### config.mk
export PLATFORM = sky130hd
export DESIGN_NAME = vsm_stream
export DESIGN_NICKNAME = d
export VERILOG_FILES = /design/src/rtl/vsm_stream.sv
export SDC_FILE = /design/constraint.sdc
export NUM_CORES = 2
export LEC_CHECK = 0
export ABC_AREA = 1
export BUFFER_PORTS_ARGS = -buffer_cell sky130_fd_sc_hd__buf_2
export CORE_MARGIN = 10
export CORE_UTILIZATION = 64
export DETAILED_ROUTE_END_ITERATION = 10
export PLACE_DENSITY = 0.9
export SETUP_SLACK_MARGIN = 0.3
export SYNTH_ARGS = -nofsm -noshare
export SYNTH_HDL_FRONTEND = slang
export SYNTH_SLANG_ARGS = --single-unit
### constraint.sdc
create_clock -name clk -period 6.4 [get_ports clk]
set_clock_uncertainty 0.15 [all_clocks]
set_input_delay 0.96 -clock clk [delete_from_list [all_inputs] [get_ports clk]]
set_output_delay 0.96 -clock clk [all_outputs]
set_load 0.01 [all_outputs]
### src/rtl/vsm_stream.sv
// -----------------------------------------------------------------------------
// vsm_stream -- streaming vector-scalar multiply-accumulate.
//
// Each accepted beat multiplies SIZE signed lanes of `a` by the signed scalar
// `b` and adds the products into per-lane accumulators. After ACCUMULATIONS
// beats the accumulators are arithmetically shifted right by SHIFT. They are
// optionally rectified and then saturated to OUT_WIDTH. The resulting vector
// is presented on a valid/ready output port.
//
// Optional feature (macro VSM_STREAM_RELU_EN):
//   defined   -> negative shifted results are forced to zero before saturation
//   undefined -> shifted results pass to saturation unchanged
//
// Ports:
//   clk        in   rising-edge clock
//   reset      in   asynchronous active-low reset
//   clear      in   synchronous abort of the partial accumulation group
//   in_valid   in   beat valid
//   in_ready   out  beat accepted when in_valid && in_ready
//   a          in   WIDTH*SIZE, lane i at [WIDTH*i +: WIDTH], signed
//   b          in   WIDTH, signed scalar
//   out_valid  out  result vector valid
//   out_ready  in   downstream accepts when out_valid && out_ready
//   out        out  OUT_WIDTH*SIZE, lane i at [OUT_WIDTH*i +: OUT_WIDTH], signed
//   busy       out  group in progress or result pending
// -----------------------------------------------------------------------------
module vsm_stream #(
    parameter int SIZE          = 6,
    parameter int WIDTH         = 8,
    parameter int ACC_WIDTH     = 20,
    parameter int ACCUMULATIONS = 3,
    parameter int OUT_WIDTH     = 8,
    parameter int SHIFT         = 0
) (
    input  logic                      clk,
    input  logic                      reset,
    input  logic                      clear,
    input  logic                      in_valid,
    output logic                      in_ready,
    input  logic [WIDTH*SIZE-1:0]     a,
    input  logic [WIDTH-1:0]          b,
    output logic                      out_valid,
    input  logic                      out_ready,
    output logic [OUT_WIDTH*SIZE-1:0] out,
    output logic                      busy
);

    if (ACCUMULATIONS < 1) begin : g_bad_accumulations
        $error("vsm_stream: ACCUMULATIONS must be >= 1");
    end
    if (ACC_WIDTH < 2*WIDTH + $clog2(ACCUMULATIONS)) begin : g_bad_acc_width
        $error("vsm_stream: ACC_WIDTH too small for 2*WIDTH + clog2(ACCUMULATIONS)");
    end

    localparam int CNT_W = (ACCUMULATIONS > 1) ? $clog2(ACCUMULATIONS) : 1;
    localparam logic [CNT_W-1:0] LAST_BEAT = CNT_W'(ACCUMULATIONS - 1);
    localparam logic signed [ACC_WIDTH-1:0] SAT_MAX = ACC_WIDTH'((2**(OUT_WIDTH-1)) - 1);
    // Bitwise inverse of the positive limit is exactly -2^(OUT_WIDTH-1).
    localparam logic signed [ACC_WIDTH-1:0] SAT_MIN = ~SAT_MAX;

    logic [CNT_W-1:0]              cnt_q, cnt_d;
    logic signed [ACC_WIDTH-1:0]   acc_q [SIZE];
    logic signed [ACC_WIDTH-1:0]   acc_d [SIZE];
    logic signed [ACC_WIDTH-1:0]   acc_next [SIZE];
    logic [OUT_WIDTH*SIZE-1:0]     out_q, out_d, out_next;
    logic                          out_valid_q, out_valid_d;
    logic                          accept;
    logic                          last_beat;
    logic signed [WIDTH-1:0]       b_s;

    assign b_s       = b;
    assign in_ready  = !clear && (!out_valid_q || out_ready);
    assign accept    = in_valid && in_ready;
    assign last_beat = accept && (cnt_q == LAST_BEAT);
    assign out_valid = out_valid_q;
    assign out       = out_q;
    assign busy      = (cnt_q != '0) || out_valid_q;

    // Per-lane datapath: multiply, accumulate, shift, rectify, saturate.
    for (genvar i = 0; i < SIZE; i++) begin : g_lane
        logic signed [WIDTH-1:0]     a_lane;
        logic signed [2*WIDTH-1:0]   prod;
        logic signed [ACC_WIDTH-1:0] acc_base;
        logic signed [ACC_WIDTH-1:0] scaled;
        logic signed [ACC_WIDTH-1:0] rect;

        assign a_lane = a[WIDTH*i +: WIDTH];
        assign prod   = (2*WIDTH)'(a_lane) * (2*WIDTH)'(b_s);
        // The first beat of a group overwrites, so clear never has to zero acc.
        assign acc_base    = (cnt_q == '0) ? '0 : acc_q[i];
        assign acc_next[i] = acc_base + ACC_WIDTH'(prod);
        assign scaled      = acc_next[i] >>> SHIFT;
`ifdef VSM_STREAM_RELU_EN
        assign rect = scaled[ACC_WIDTH-1] ? '0 : scaled;
`else
        assign rect = scaled;
`endif
        assign out_next[OUT_WIDTH*i +: OUT_WIDTH] =
            (rect > SAT_MAX) ? OUT_WIDTH'(SAT_MAX) :
            (rect < SAT_MIN) ? OUT_WIDTH'(SAT_MIN) :
                               OUT_WIDTH'(rect);
    end

    // NOTE: every signal driven here gets a default first so no path can
    // leave it unassigned, which would otherwise infer a latch.
    always_comb begin
        cnt_d       = cnt_q;
        acc_d       = acc_q;
        out_d       = out_q;
        out_valid_d = out_valid_q;

        if (clear) begin
            cnt_d = '0;
        end else if (accept) begin
            cnt_d = last_beat ? '0 : cnt_q + CNT_W'(1);
        end

        for (int i = 0; i < SIZE; i++) begin
            if (accept) begin
                acc_d[i] = acc_next[i];
            end
        end

        // A new result wins over a completing handshake in the same cycle.
        if (last_beat) begin
            out_valid_d = 1'b1;
            out_d       = out_next;
        end else if (out_ready) begin
            out_valid_d = 1'b0;
        end
    end

    // NOTE: the accumulator array is reset along with the control state
    // because reset must discard any partial group; it is small flop storage,
    // not a RAM, so resetting it costs nothing structural.
    always_ff @(posedge clk or negedge reset) begin
        if (!reset) begin
            cnt_q       <= '0;
            out_q       <= '0;
            out_valid_q <= 1'b0;
            for (int i = 0; i < SIZE; i++) begin
                acc_q[i] <= '0;
            end
        end else begin
            // NOTE: non-blocking assignments so all registers update from the
            // same pre-edge values.
            cnt_q       <= cnt_d;
            out_q       <= out_d;
            out_valid_q <= out_valid_d;
            for (int i = 0; i < SIZE; i++) begin
                acc_q[i] <= acc_d[i];
            end
        end
    end

endmodule

==> reports/qor.txt <==
Final #Nets - 5031
met2 Usage GRT - 0.4925
Via Count - 26910
Cell variety after synth - 39
Async SR Flop Fraction - 1.000
I/O Pins - 112
CTS tree - built
hold bufs inserted after CTS - 0
Synth warnings - 0
Clock Pin Slew Worst Setup and Hold Paths - 0.08 ns
CTS Buf Count - 17
Post-DP HPWL - 65290 µm
met3 Track Usage GR - 0.07545
port bufs - 111
syn_area_per_cell - 7.621 µm²
fraction of layout cells with a size suffix above 1 - 0.07179
Post-Synth Simple-Gate Area - 0.2143
max-cap violations - 0
Placer Congestion - 0.9492
DRT antenna net count - 0
final hold vios - 0
DR iter-0 viols - 2739
main flop type after synthesis - dfrtp_1
Synthesized Nets - 4934
Achievable Freq - 169.6 MHz
slew margin rel. - 0.3530
num rows - 80
final setup margin - 0.5032 ns
Max stage delay cell, worst path - fa_1
Worst-Margin Slew - 0.9705 ns
Most common cell on crit path - nand2_1
initial antenna violation count - 6
Root Driver - clkbuf_16
Place WS - -0.09968 ns
Max Fanout on Critical Path - 22
Total Wirelength - 85120 µm
CP Capture Type - register
Wirelength per Cell - 17.74 µm
minimum clock period - 5.897 ns
die extent in y - 240.1 µm
grt ovf - 0
first drt pass iteration count - 7
combinational family with the most area after synthesis - adder cells
first-pass GRT wire length - 138500 µm
Final period util - 0.9214
CTS Buffer Depth - 2
Post-synth EDFFs - 0
RSZ-0062 raised after global routing - true
Synth Area in Compound Gates - 0.04317
Post-Syn Area - 31010 µm²
GRT busiest layer - met2
Non-Filler Instances - 4797
Total GRT Usage - 0.3014
Die Area - 57660 µm²
post-synthesis mux area share - 0
final setup violation count - 0
Slew Limit Fails - 0
XOR/XNOR Fraction of Synth Area - 0.01130
met1 GRT Util - 0.3679
crit path launch type - input port
worst setup path class - input port to register
Synth Instances - 4069
hold_ws - 0.2805 ns
status - completed
Core ar. - 47850 µm²
HP Class - input port to asynchronous set/reset pin
synthesized flop and latch total - 171
Die Wd - 240.1 µm
Critical Path RT - 6.65 ns
area delta synth->final - 8.332%
drt drc - 0
Crit path buffers/inverters - 8
worst skew pair latency - 0.52 ns
via/cell ratio - 5.610
number of global-route vias before repair - 28310
Crit path max-delay family - adder cells
htree depth - 4
Adder-Cell Fraction of Synth Area - 0.4522
pin count of the biggest net entering global routing - 83
crit path DAT - 6.15 ns
Setup TNS - 0 ns
max incr delay on CP - 0.49 ns
CTS sink cnt - 171
Seq/Total Area, Yosys - 0.1380
Post-Place Cells - 4756
Starting Density - 0.6481
[state kept, by name, indices dropped and copies added, names as in the netlist]
register	flops
cnt_q	2
out_valid	1
out	48
acc_q	120
[worst register-to-register path: cells and delay by family (launching register included)]
kind,cells,cell delay (ns)
DFF,1,0.45
buffers and inverters,3,0.59
adders and majority gates,6,2.72
and+or+nand+nor,13,1.58
AOI/OAI and AO/OA,2,0.24
[routing by layer]
layer,routed length [µm],share of wire
met5,45,0.00053
met4,4520,0.053
met3,9148,0.11
met2,39520,0.46
met1,31880,0.37
[path summary, 6_finish.rpt]
check                      cells after the start  slack, ns       end     start
hold / removal                                 1       0.28   out[12]     reset
max in group asynchronous                      2       4.38  cnt_q[0]     reset
min in group clk                               2       0.33    out[9]    out[9]
hold reg to reg                                2       0.33    out[9]    out[9]
setup reg to reg                              24       0.54   out[25]  cnt_q[0]
setup / recovery                              29       0.50   out[25]      b[1]
[layout by cell type, fill, tap and decap left out, types with 19 or more instances in the layout]
cell type / synthesis / layout
nand2_1: 1150 / 1147
inv_1: 1012 / 1007
fa_1: 528 / 526
ha_1: 276 / 270
nor2_1: 263 / 259
dfrtp_1: 171 / 170
nand3_1: 150 / 150
o21ai_0: 127 / 125
buf_2: 1 / 105
a21oi_1: 91 / 84
buf_4: 4 / 76
nand4_1: 36 / 36
xnor2_1: 29 / 28
nand3b_1: 22 / 22
buf_12: 0 / 20
clkbuf_16: 0 / 19
[metrics by stage]
stage          area (µm²)    util
2_1_floorplan       31010       -
3_3_place_gp        32750  0.6845
3_5_place_dp        32750  0.6845
4_1_cts             33350  0.6971
5_1_grt             33590  0.7020
6_report            33590  0.7021
[synthesized netlist by cell type (2+ instances only)]
cell,count,area [µm²]
o21bai_1,5,37.54
xnor2_1,29,254.0
buf_4,4,30.03
nor3_1,4,20.02
and2_1,5,31.28
a21o_1,5,37.54
buf_1,13,48.80
nand3b_1,22,165.2
o21ai_0,127,635.6
or2_2,8,50.05
o21ai_1,5,25.02
fa_1,528,10570
nand2_1,1150,4317
a21boi_0,5,37.54
inv_1,1012,3799
inv_2,4,15.01
ha_1,276,3453
nor2_1,263,987.2
xor2_1,11,96.34
or2_1,3,18.77
o21a_1,3,22.52
nor4_1,2,12.51
clkbuf_2,32,160.2
a21oi_1,91,455.4
dfrtp_1,171,4279
nand3_1,150,750.7
nand4_1,36,225.2
nand2_2,7,43.79
clkbuf_1,84,315.3
a21oi_2,5,43.79
[area by class of cell]
| cell class | count | area [µm²] |
|---|---|---|
| Multi-Input combinational cell | 2748 | 22470 |
| Clock inverter | 14 | 170.2 |
| Sequential cell | 171 | 4280 |
| Timing Repair Buffer | 212 | 1643 |
| Inverter | 1016 | 3821 |
| Antenna cell | 3 | 7.507 |
| Fill cell | 3498 | 14250 |
| Tap cell | 615 | 769.5 |
| Clock buffer | 18 | 429.2 |
[timing repair]
action | CTS | global route
resized for setup | 0 | 58
setup buffers | 0 | 2
setup endpoints to repair | 0 | 42
[cell families after synthesis]
| kind of cell | Yosys count |
|---|---|
| AOI/OAI and AO/OA | 251 |
| xor gates and xnor gates | 40 |
| adders and majority gates | 804 |
| buffers and inverters | 1150 |
| DFF | 171 |
| and+or+nand+nor | 1653 |
Power is not shown: default switching activity piles up to over one toggle a cycle in this logic, so the estimate is an artifact.
